==> config.mk <==
export PLATFORM = sky130hd
export DESIGN_NAME = btn_conditioner_flat
export DESIGN_NICKNAME = d
export VERILOG_FILES = /design/src/rtl/btn_conditioner_if.sv /design/src/rtl/btn_conditioner.sv /design/src/flat_wrapper.sv
export SDC_FILE = /design/constraint.sdc
export NUM_CORES = 1
export LEC_CHECK = 0
export CAP_MARGIN = 20
export CORE_UTILIZATION = 34
export DETAILED_ROUTE_END_ITERATION = 16
export MAX_ROUTING_LAYER = met4
export PLACE_DENSITY = 0.62
export SLEW_MARGIN = 10
export SYNTH_ARGS = -nofsm -noshare
export SYNTH_HDL_FRONTEND = slang
export SYNTH_SLANG_ARGS = --single-unit
==> constraint.sdc <==
create_clock -name clk -period 1.75 [get_ports clk]
set_input_delay 0.175 -clock clk [delete_from_list [all_inputs] [get_ports clk]]
set_output_delay 0.175 -clock clk [all_outputs]
set_load 0.1 [all_outputs]
==> src/rtl/btn_conditioner_if.sv <==
// btn_conditioner_if
//   Groups the per-button signals that pass between the button conditioner and
//   its user. Every signal is a vector with one bit per button channel.
//
//   Signals:
//     btn_in      raw asynchronous button inputs, 1 = pressed
//     rpt_en      per-channel auto-repeat enable, synchronous to clk
//     btn_level   debounced, registered button state
//     btn_press   one-cycle strobe on debounced press and on each repeat
//     btn_release one-cycle strobe on debounced release
//
//   Handshake: there is no valid/ready pair on this bus. btn_press and
//   btn_release are single-cycle strobes with no backpressure; a consumer
//   must act on each strobe in the cycle it is high. btn_level is a plain level.
//
//   Modports:
//     master  drives btn_in/rpt_en, observes the conditioned outputs
//     slave   the conditioner itself
interface btn_conditioner_if #(
  parameter int N_BTN = 4
);
  logic [N_BTN-1:0] btn_in;
  logic [N_BTN-1:0] rpt_en;
  logic [N_BTN-1:0] btn_level;
  logic [N_BTN-1:0] btn_press;
  logic [N_BTN-1:0] btn_release;

  modport master (
    output btn_in,
    output rpt_en,
    input  btn_level,
    input  btn_press,
    input  btn_release
  );

  modport slave (
    input  btn_in,
    input  rpt_en,
    output btn_level,
    output btn_press,
    output btn_release
  );
endinterface

==> src/rtl/btn_conditioner.sv <==
// btn_conditioner
//   Push-button front end for the digital-clock core. Each of N_BTN channels
//   is independently synchronised (two flops), debounced, and turned into a
//   registered level plus one-cycle press/release strobes. With auto-repeat
//   compiled in, a held button emits further press strobes: the first one
//   HOLD_CYC cycles after the initial press, then one every RPT_CYC cycles.
//
//   Optional feature macro: BTN_AUTOREPEAT_EN
//     defined   : HOLD/RPT repeat logic and repeat counter are built;
//                 rpt_en gates repeating per channel.
//     undefined : press strobes only on the debounced rising edge; rpt_en
//                 is accepted but ignored.
//
//   Ports:
//     clk        system clock
//     clr        synchronous active-high reset
//     bus        btn_conditioner_if.slave (btn_in, rpt_en in;
//                btn_level, btn_press, btn_release out)
//     dbg_state  per-channel FSM state, channel i at [2*i +: 2]
//                (0 = IDLE, 1 = HOLD, 2 = RPT)
module btn_conditioner #(
  parameter int N_BTN    = 4,
  parameter int DB_CYC   = 500_000,
  parameter int HOLD_CYC = 25_000_000,
  parameter int RPT_CYC  = 5_000_000
) (
  input  logic                 clk,
  input  logic                 clr,
  btn_conditioner_if.slave     bus,
  output logic [2*N_BTN-1:0]   dbg_state
);

  localparam int DW   = $clog2(DB_CYC + 1);
  localparam int RMAX = (HOLD_CYC > RPT_CYC) ? HOLD_CYC : RPT_CYC;
  localparam int RW   = (RMAX > 1) ? $clog2(RMAX) : 1;

`ifdef BTN_AUTOREPEAT_EN
  typedef enum logic [1:0] {
    ST_IDLE = 2'd0,
    ST_HOLD = 2'd1,
    ST_RPT  = 2'd2
  } state_t;
`else
  typedef enum logic [1:0] {
    ST_IDLE = 2'd0,
    ST_HOLD = 2'd1
  } state_t;
`endif

  // Synchroniser and debounce state
  logic [N_BTN-1:0] sync1;
  logic [N_BTN-1:0] s;
  logic [N_BTN-1:0] lvl;
  logic [N_BTN-1:0] lvl_d;
  logic [DW-1:0]    db_cnt   [N_BTN];
  logic [DW-1:0]    db_cnt_d [N_BTN];
  logic [N_BTN-1:0] rise;
  logic [N_BTN-1:0] fall;

  // FSM state and registered strobes
  state_t           state   [N_BTN];
  state_t           state_d [N_BTN];
  logic [N_BTN-1:0] press_q;
  logic [N_BTN-1:0] press_d;
  logic [N_BTN-1:0] release_q;
  logic [N_BTN-1:0] release_d;

`ifdef BTN_AUTOREPEAT_EN
  logic [RW-1:0]    rcnt   [N_BTN];
  logic [RW-1:0]    rcnt_d [N_BTN];
`else
  // Repeat configuration and rpt_en are deliberately unused in this build.
  logic [RW-1:0]    unused_rpt_cfg;
  logic [N_BTN-1:0] unused_rpt_en;
  assign unused_rpt_cfg = RW'(HOLD_CYC) ^ RW'(RPT_CYC);
  assign unused_rpt_en  = bus.rpt_en;
`endif

  // Debounce: the counter holds the number of consecutive mismatched
  // samples already seen. The level flips on the edge where the synchronised
  // input is still mismatched with DB_CYC prior mismatches counted, i.e. after
  // DB_CYC+1 stable samples; with the two sync flops this puts the level
  // change DB_CYC+2 edges after a clean input edge.
  always_comb begin
    lvl_d = lvl;
    for (int i = 0; i < N_BTN; i++) begin
      db_cnt_d[i] = '0;
      if (s[i] != lvl[i]) begin
        if (db_cnt[i] == DW'(DB_CYC)) begin
          lvl_d[i] = ~lvl[i];
        end else begin
          db_cnt_d[i] = db_cnt[i] + 1'b1;
        end
      end
    end
  end

  assign rise = lvl_d & ~lvl;
  assign fall = lvl & ~lvl_d;

  // Per-channel FSM next state. Strobes are computed from the level change
  // happening on this edge so they register together with btn_level.
  always_comb begin
    press_d   = '0;
    release_d = '0;
    for (int i = 0; i < N_BTN; i++) begin
      state_d[i] = state[i];
`ifdef BTN_AUTOREPEAT_EN
      rcnt_d[i]  = rcnt[i];
`endif
      case (state[i])
        ST_IDLE: begin
          if (rise[i]) begin
            press_d[i] = 1'b1;
            state_d[i] = ST_HOLD;
`ifdef BTN_AUTOREPEAT_EN
            rcnt_d[i]  = '0;
`endif
          end
        end
        ST_HOLD: begin
          // Release wins over a repeat due on the same edge.
          if (fall[i]) begin
            release_d[i] = 1'b1;
            state_d[i]   = ST_IDLE;
`ifdef BTN_AUTOREPEAT_EN
            rcnt_d[i]    = '0;
          end else if (!bus.rpt_en[i]) begin
            rcnt_d[i]    = '0;
          end else if (rcnt[i] == RW'(HOLD_CYC - 1)) begin
            press_d[i]   = 1'b1;
            rcnt_d[i]    = '0;
            state_d[i]   = ST_RPT;
          end else begin
            rcnt_d[i]    = rcnt[i] + 1'b1;
`endif
          end
        end
`ifdef BTN_AUTOREPEAT_EN
        ST_RPT: begin
          if (fall[i]) begin
            release_d[i] = 1'b1;
            state_d[i]   = ST_IDLE;
            rcnt_d[i]    = '0;
          end else if (!bus.rpt_en[i]) begin
            // Disabling drops back to HOLD so re-enabling waits HOLD_CYC again.
            rcnt_d[i]    = '0;
            state_d[i]   = ST_HOLD;
          end else if (rcnt[i] == RW'(RPT_CYC - 1)) begin
            press_d[i]   = 1'b1;
            rcnt_d[i]    = '0;
          end else begin
            rcnt_d[i]    = rcnt[i] + 1'b1;
          end
        end
`endif
        default: begin
          state_d[i] = ST_IDLE;
        end
      endcase
    end
  end

  always_ff @(posedge clk) begin
    if (clr) begin
      sync1     <= '0;
      s         <= '0;
      lvl       <= '0;
      press_q   <= '0;
      release_q <= '0;
      for (int i = 0; i < N_BTN; i++) begin
        db_cnt[i] <= '0;
        state[i]  <= ST_IDLE;
`ifdef BTN_AUTOREPEAT_EN
        rcnt[i]   <= '0;
`endif
      end
    end else begin
      sync1     <= bus.btn_in;
      s         <= sync1;
      lvl       <= lvl_d;
      press_q   <= press_d;
      release_q <= release_d;
      for (int i = 0; i < N_BTN; i++) begin
        db_cnt[i] <= db_cnt_d[i];
        state[i]  <= state_d[i];
`ifdef BTN_AUTOREPEAT_EN
        rcnt[i]   <= rcnt_d[i];
`endif
      end
    end
  end

  assign bus.btn_level   = lvl;
  assign bus.btn_press   = press_q;
  assign bus.btn_release = release_q;

  always_comb begin
    dbg_state = '0;
    for (int i = 0; i < N_BTN; i++) begin
      dbg_state[2*i +: 2] = state[i];
    end
  end

endmodule

==> src/flat_wrapper.sv <==
// flat-port wrapper written by rule: the top's interface ports become plain ports
module btn_conditioner_flat 
#(
  parameter int N_BTN    = 4,
  parameter int DB_CYC   = 500_000,
  parameter int HOLD_CYC = 25_000_000,
  parameter int RPT_CYC  = 5_000_000
)
  (clk, clr, dbg_state, bus_btn_in, bus_rpt_en, bus_btn_level, bus_btn_press, bus_btn_release);
  btn_conditioner_if #(.N_BTN(N_BTN)) bus_i ();
  input  logic clk;
  input  logic clr;
  output logic [2*N_BTN-1:0] dbg_state;
  input wire logic [$bits(bus_i.btn_in)-1:0] bus_btn_in;
  input wire logic [$bits(bus_i.rpt_en)-1:0] bus_rpt_en;
  output wire logic [$bits(bus_i.btn_level)-1:0] bus_btn_level;
  output wire logic [$bits(bus_i.btn_press)-1:0] bus_btn_press;
  output wire logic [$bits(bus_i.btn_release)-1:0] bus_btn_release;
  assign bus_i.btn_in = bus_btn_in;
  assign bus_i.rpt_en = bus_rpt_en;
  assign bus_btn_level = bus_i.btn_level;
  assign bus_btn_press = bus_i.btn_press;
  assign bus_btn_release = bus_i.btn_release;
  btn_conditioner #(.N_BTN(N_BTN), .DB_CYC(DB_CYC), .HOLD_CYC(HOLD_CYC), .RPT_CYC(RPT_CYC)) u_core (.clk(clk), .clr(clr), .bus(bus_i), .dbg_state(dbg_state));
endmodule
==> metrics.csv, run 1 <==
stage;metric;value;unit
run_status;status;completed;
critical_path;worstPathArrival;1.97;ns
finish;synthToLayoutAreaGrowth;28.5;%
critical_path;cp.required;1.99;ns
placed_design;place_ws;-0.104;ns
job;drv_cap;0;
finish;stdcell_count;766;
die;dieArea;13600;sq um
detailed_routing;avgRoutedWirePerCell;12.5;um
sta;tns;0;ns
pwr;power.total;0.00458;W
placed_design;place_congestion;0.873;
sta;setup_violations;0;
synth;synthXorXnorAreaFrac;11.5;%
synth;synth_area_leaders;dfxtp_1, xnor2_1, nor2_1;
critical_path;critPathSlowestCell;dfxtp_2;
clock_tree;clk_pin_slew;0.07;ns
clock_tree;h-tree-depth;3;
synth;ys_dominant_reg_cell;dfxtp_1;
critical_path;end_kind;flip-flop;
sta;timing.final.crit_share;98.5;%
sta;fin_worst_skew;0.00524;ns
detailed_routing;viasPerCell;4.94;
sta;rsz0062_at_grt;true;
clock_tree;insertion_delay;0.34;ns
synth;avgSynthCellArea;8.76;sq um
placed_design;io_buffers;21;
detailed_routing;drtIter0Drc;109;
synth;synth_top_area_share;44.7;%
clock_tree;clock-sinks;100;
die;fp.dieW;117;um
finish;regArea;2020;sq um
pwr;leakagePower;1.80;nW
synth;ys_seq_elements;100;
die;die_h;117;um
critical_path;crit_chain;nor4b_2 -> nand4_1 -> buf_4 -> buf_4 -> o21ai_1 -> buf_4 -> nor2_1;
global_route;grt_use_total;14.9;%
synth;synth_fa_ha_area_share;2.24;%
detailed_routing;drc;0;
detailed_routing;firstDrtPassIters;4;
sta;hold_viol;0;
sta;slew_viol_final;0;
synth;ys_warn_count;0;
synth;ys_seq_area_share;44.7;%
global_route;grt_start_max_net_pins;19;
synth;synth_top_family_by_area;simple AND/OR/NAND/NOR gates;
sta;max_freq;580;MHz
finish;drive_gt1_share;23.7;%
synth;synth_mux_area_share;1.12;%
finish;fin_area;5750;sq um
critical_path;worst-r2r-setup-slack;0.03;ns
critical_path;critical_path_class;flip-flop to flip-flop;
synth;postSynthCellCount;511;
synth;synth_area;4480;sq um
pwr;p_per_area;795;nW/um^2
critical_path;crit_path_frequent_cell;buf_4;
placed_design;dpl.cell_count;746;
critical_path;critPathMaxStageDelay;0.35;ns
clock_tree;cts_tree;yes;
synth;synth_top_area_cell;dfxtp_1;
placed_design;dp_hpwl;6680;um
die;initial_core_util;35.2;%
finish;fillers;1263;
finish;fin_nets;607;
synth;synth_enable_flop_cells;0;
die;pin_count;30;
placed_design;dpl_cell_area;5240;sq um
sta;finalWorstSetupSlack;0.0260;ns
die;core;12700;sq um
clock_tree;cts.path.max_buffers;2;
critical_path;worstSetupStartpointType;flip-flop;
global_route;first_global_vias;3457;
synth;yosys.area_share.simple;31.5;%
sta;period_needed;1.72;ns
die;rows;41;
clock_tree;cts_buffers;9;
detailed_routing;wirelength;9540;um
finish;diodes;0;
detailed_routing;num_vias;3787;
hold_path;hold_class;primary input to flip-flop;
finish;multi_input_area;2480;sq um
pwr;max-vdd-ir-drop;0.000568;V
synth;synth_compound_area_share;4.84;%
synth;async_flop_share;0;%
synth;yosys.cell_types.count;41;
clock_tree;root_buffer;clkbuf_16;
global_route;grt_pass1_wl;15600;um
critical_path;worstPathMaxFanout;9;
global_route;grt-ovfl-total;0;
detailed_routing;ant_nets;0;
global_route;antenna_found_initial;0;
## through the flow
step | hold slack (ns) | utilization (%)
global placement | 0.417 | 41.2
global route | 0.386 | 45.2
floorplan | 0.303 | -
CTS | 0.371 | 44.0
detailed placement | 0.425 | 41.2
finish | 0.383 | 45.2
## synth_stat cells (2+ instances only)
| master | count |
|---|---|
| a21oi_1 | 12 |
| a31oi_1 | 3 |
| and3_1 | 9 |
| buf_2 | 5 |
| buf_4 | 4 |
| clkbuf_1 | 5 |
| dfxtp_1 | 100 |
| ha_1 | 8 |
| inv_1 | 26 |
| mux2i_1 | 5 |
| nand2_1 | 25 |
| nand2b_1 | 8 |
| nand3_1 | 30 |
| nand4_1 | 17 |
| nand4_2 | 3 |
| nor2_1 | 83 |
| nor2b_1 | 8 |
| nor3_1 | 13 |
| nor4_1 | 28 |
| nor4b_1 | 10 |
| nor4bb_1 | 3 |
| o21ai_0 | 7 |
| o21ai_1 | 3 |
| o221ai_1 | 2 |
| o31ai_1 | 6 |
| or2_2 | 3 |
| or3_1 | 8 |
| or4_1 | 7 |
| xnor2_1 | 50 |
| xor2_1 | 9 |
## critical path, delay by kind of cell, from the launching register on
kind            cells  cell delay (ns)
compound gates      1             0.15
buf+inv             3             0.51
flops               1             0.35
simple gates        3             0.60
## timing repair
action	CTS	global route
endpoints found under the setup margin	7	34
resized for setup	6	31
setup buffers	2	2
hold buffers	0	0
pin swaps	3	8
## final timing paths
check / depth (start not counted) / to / from
max: 7 / u_core.db_cnt[3][3] / u_core.db_cnt[3][7]
min: 2 / u_core.sync1[0] / bus_btn_in[0]
min reg2reg: 1 / u_core.s[2] / u_core.sync1[2]
max reg2reg: 7 / u_core.db_cnt[3][3] / u_core.db_cnt[3][7]
## sequential cells by signal, summed over array words and instances, names as in the netlist
name and flops:
u_core.state 4, u_core.bus.btn_release 4, u_core.bus.btn_level 4, u_core.s 4, u_core.bus.btn_press 4, u_core.sync1 4, u_core.db_cnt 76
## cells by family (layout without fill, tap and decap cells)
group                    Yosys count  after routing
AO/OA/AOI/OAI                     36             36
other                              1              4
flip-flops                       100            100
buffers and inverters             41            121
AND/OR/NAND/NOR                  261            261
multiplexers                       5              5
adder cells (fa/ha/maj)            8              8
XOR/XNOR                          59             59
## cell type report
| class | count | area share (%) |
|---|---|---|
| Multi-Input combinational cell | 373 | 43.2 |
| Sequential cell | 100 | 35.1 |
| Timing Repair Buffer | 79 | 11.0 |
| Clock buffer | 9 | 3.91 |
| Tap cell | 172 | 3.74 |
| Inverter | 26 | 1.70 |
| Clock inverter | 7 | 1.30 |
## per-layer routing
layer  vias to the layer above  share of wire [%]  global-route usage, %
met1                      1792                 48                   18.3
met3                        11                2.8                   4.10
met2                        44                 48                   24.0
li1                       1940                  -                      -
met4                         0                1.1                   4.39
met5                         -                  0                      -
## where the power goes
group / internal, W / switching, W / leakage [nW] / total [W]
combinational: 0.0000754 / 0.000164 / 0.838 / 0.000239
sequential: 0.00230 / 0.0000250 / 0.816 / 0.00232
clock: 0.00112 / 0.000898 / 0.144 / 0.00202
## placed cells by master (no fill, tap or decap), drive strengths merged
cell	synthesis	final
nor2	83	83
nor4b	10	10
bufinv	0	1
xnor2	50	50
a31oi	3	3
xor2	9	9
nand3	30	30
mux2i	5	5
ha	8	8
and3	9	9
or3	8	8
o21ai	11	11
clkinv	0	2
clkbuf	5	9
inv	26	28
and4bb	1	1
or4b	1	1
a211oi	1	1
conb	1	4
nor3	13	13
nand2	25	25
nand4	21	21
o221ai	2	2
or2	3	3
nor4bb	3	3
o31ai	6	6
or4	8	8
and2b	1	1
clkdlybuf4s50	0	5
clkinvlp	0	2
nor2b	8	8
nand2b	8	8
o311ai	1	1
nor4	29	29
buf	10	74
a21oi	12	12
dfxtp	100	100
(Power assumes the default switching activity.)
==> run 2, diff against run 1 <==
- CTS_CLUSTER_SIZE: default -> 10
==> results of run 2 <==
Final layout, timing and power as in run 1 (identical DEF).
==> run 3, diff against run 2 <==
- CORE_UTILIZATION: 34 -> 53
- CTS_CLUSTER_SIZE: 10 -> 40
- PLACE_DENSITY: 0.62 -> 0.85
==> metrics.csv, run 3 (same netlist as run 1, synthesis figures left out) <==
stage;metric;value;unit;change
detailed_routing;avgRoutedWirePerCell;14.1;um;+14%
critical_path;critical_path_class;flip-flop to flip-flop;;
finish;regArea;2030;sq um;+0.19%
job;drv_cap;0;;unchanged
critical_path;worstPathArrival;1.99;ns;+0.02 ns
detailed_routing;num_vias;3880;;+2.5%
critical_path;reg2regPathDepth;4;;-3
detailed_routing;wl_met1;4270;um;-6.0%
finish;fillers;629;;-50%
detailed_routing;highest_layer;met4;;
clock_tree;h-tree-depth;3;;unchanged
sta;max_freq;582;MHz;+0.28%
run_status;status;completed;;
critical_path;worst-r2r-setup-slack;0.03;ns;about the same
detailed_routing;drc;0;;unchanged
critical_path;end_kind;flip-flop;;
hold_path;worstHoldPathCells;2;;unchanged
pwr;p_per_area;710;nW/um^2;-11%
hold_path;hold_class;primary input to flip-flop;;
global_route;grt_pass1_wl;16200;um;+4.0%
finish;multi_input_area;2460;sq um;-0.91%
finish;largest_reg_flops;76;;unchanged
finish;final_cell_mix;nor2_1, dfxtp_1, buf_4;;
critical_path;worstSetupStartpointType;flip-flop;;
placed_design;dp_hpwl;6780;um;+1.5%
finish;drive_gt1_share;22.5;%;-1.3 points
clock_tree;insertion_delay;0.37;ns;+0.03 ns
die;fp.dieW;93.9;um;-20%
finish;synthToLayoutAreaGrowth;22.5;%;
finish;stdcell_count;692;;-9.7%
placed_design;place_congestion;0.867;;-0.70%
clock_tree;clk_pin_slew;0.09;ns;+0.02 ns
global_route;grt-ovfl-total;0;;unchanged
hold_path;hold_start;bus_btn_in[0];;
critical_path;timing.rr.start;u_core.db_cnt[3][6];;
sta;timing.final.crit_share;98.2;%;-0.28 points
placed_design;dpl.cell_count;675;;-9.5%
finish;regMostFlops;u_core.db_cnt;;
global_route;antenna_found_initial;0;;unchanged
pwr;leakagePower;1.72;nW;-4.3%
sta;period_needed;1.72;ns;-0.00490 ns
critical_path;worstPathMaxFanout;4;;-5
clock_tree;cts_buffers;9;;unchanged
pwr;max-vdd-ir-drop;0.000552;V;-2.9%
critical_path;reg2reg_to;u_core.bus.btn_release[3];;
global_route;grt_start_max_net_pins;18;;-1
die;rows;33;;-20%
clock_tree;cts_tree;yes;;
sta;rsz0062_at_grt;true;;
sta;fin_worst_skew;0.0146;ns;+0.00935 ns
hold_path;min_to;u_core.sync1[0];;
die;die_h;93.9;um;-20%
sta;hold_viol;0;;unchanged
finish;layout_commonest_cell;nor2_1;;
sta;tns;0;ns;unchanged
finish;diodes;0;;unchanged
die;core;8180;sq um;-36%
sta;setup_violations;0;;unchanged
detailed_routing;firstDrtPassIters;4;;unchanged
clock_tree;clock-sinks;100;;unchanged
placed_design;io_buffers;21;;unchanged
global_route;grt_use_total;24.0;%;+9.0 points
clock_tree;postCtsHoldBufs;0;;unchanged
global_route;first_global_vias;3678;;+6.4%
detailed_routing;wirelength;9790;um;+2.6%
detailed_routing;ant_nets;0;;unchanged
sta;slew_viol_final;0;;unchanged
clock_tree;root_buffer;clkbuf_8;;
detailed_routing;drtIter0Drc;190;;+74%
clock_tree;cts.path.max_buffers;2;;unchanged
die;pin_count;30;;unchanged
detailed_routing;routed-wl-met3;404;um;+50%
die;dieArea;8820;sq um;-35%
die;initial_core_util;54.7;%;+20 points
critical_path;cp.required;2.02;ns;+0.03 ns
detailed_routing;route.met2.wl;4850;um;+5.0%
finish;fin_nets;601;;-0.99%
detailed_routing;viasPerCell;5.61;;+13%
run 3: cell types whose count changed in the layout (fill, tap and decap cells not counted), sizes merged:
cell and change:
buf -6, inv -2, clkinvlp +2, clkbuf +1
bufinv -1, clkinv -1
run 3: worst max-delay path, cell delays in order, from the launching register on:
cell     delay [ns]
dfxtp_1        0.36
nor4b_2        0.34
nand4_1        0.23
or3_1          0.45
nor4b_1        0.25
run 3: layout make-up:
cell class                 count  area share [%]
sequential                   100            37.0
tap                          105            2.40
inverter                      26            1.78
clock inverter                 5           0.708
multi-input combinational    373            44.9
clock buffer                  10            2.51
timing repair buffer          73            10.8
run 3: worst max-delay path by stage:
| stage | slack (ns) | startpoint | end |
|---|---|---|---|
| global route | -0.06 | u_core.db_cnt[1][1] | u_core.state[1][0] |
| finish | 0.03 | u_core.db_cnt[3][6] | u_core.bus.btn_release[3] |
| floorplan | 0.02 | u_core.db_cnt[3][0] | u_core.db_cnt[3][18] |
| CTS | 0.009 | u_core.db_cnt[0][1] | u_core.bus.btn_level[0] |
| detailed placement | -0.10 | u_core.db_cnt[3][6] | u_core.bus.btn_release[3] |
| global placement | 0.02 | clr | u_core.db_cnt[0][8] |
run 3: per-layer routing:
layer / up-vias / global-route usage (%)
met2: 104 / 38.0
met3: 19 / 3.56
met4: 0 / 12.4
met5: - / -
met1: 1832 / 29.7
li1: 1925 / -
run 3: where the power goes:
group          internal, W  switching [W]  leakage, nW
registers          0.00230      0.0000283        0.817
clock network     0.000549       0.000777       0.0766
logic            0.0000749       0.000167        0.826
total              0.00292       0.000972         1.72
run 3: stage by stage:
step	power, W	util [%]	instance area [sq um]	hold slack (ns)	setup WS (ns)
detailed placement	0.00261	62.7	5130	0.429	-0.103
global placement	0.00260	62.7	5130	0.420	0.0211
finish	0.00389	67.0	5480	0.364	0.0309
CTS	0.00391	65.4	5350	0.356	0.00945
floorplan	0.00253	-	4510	0.303	0.0197
global route	0.00403	67.0	5480	0.375	-0.0561
run 3: timing repair:
action,in CTS,in global routing
setup endpoints to repair,12,51
resized for setup,6,31
pin swaps,3,8
buffers inserted,1,1
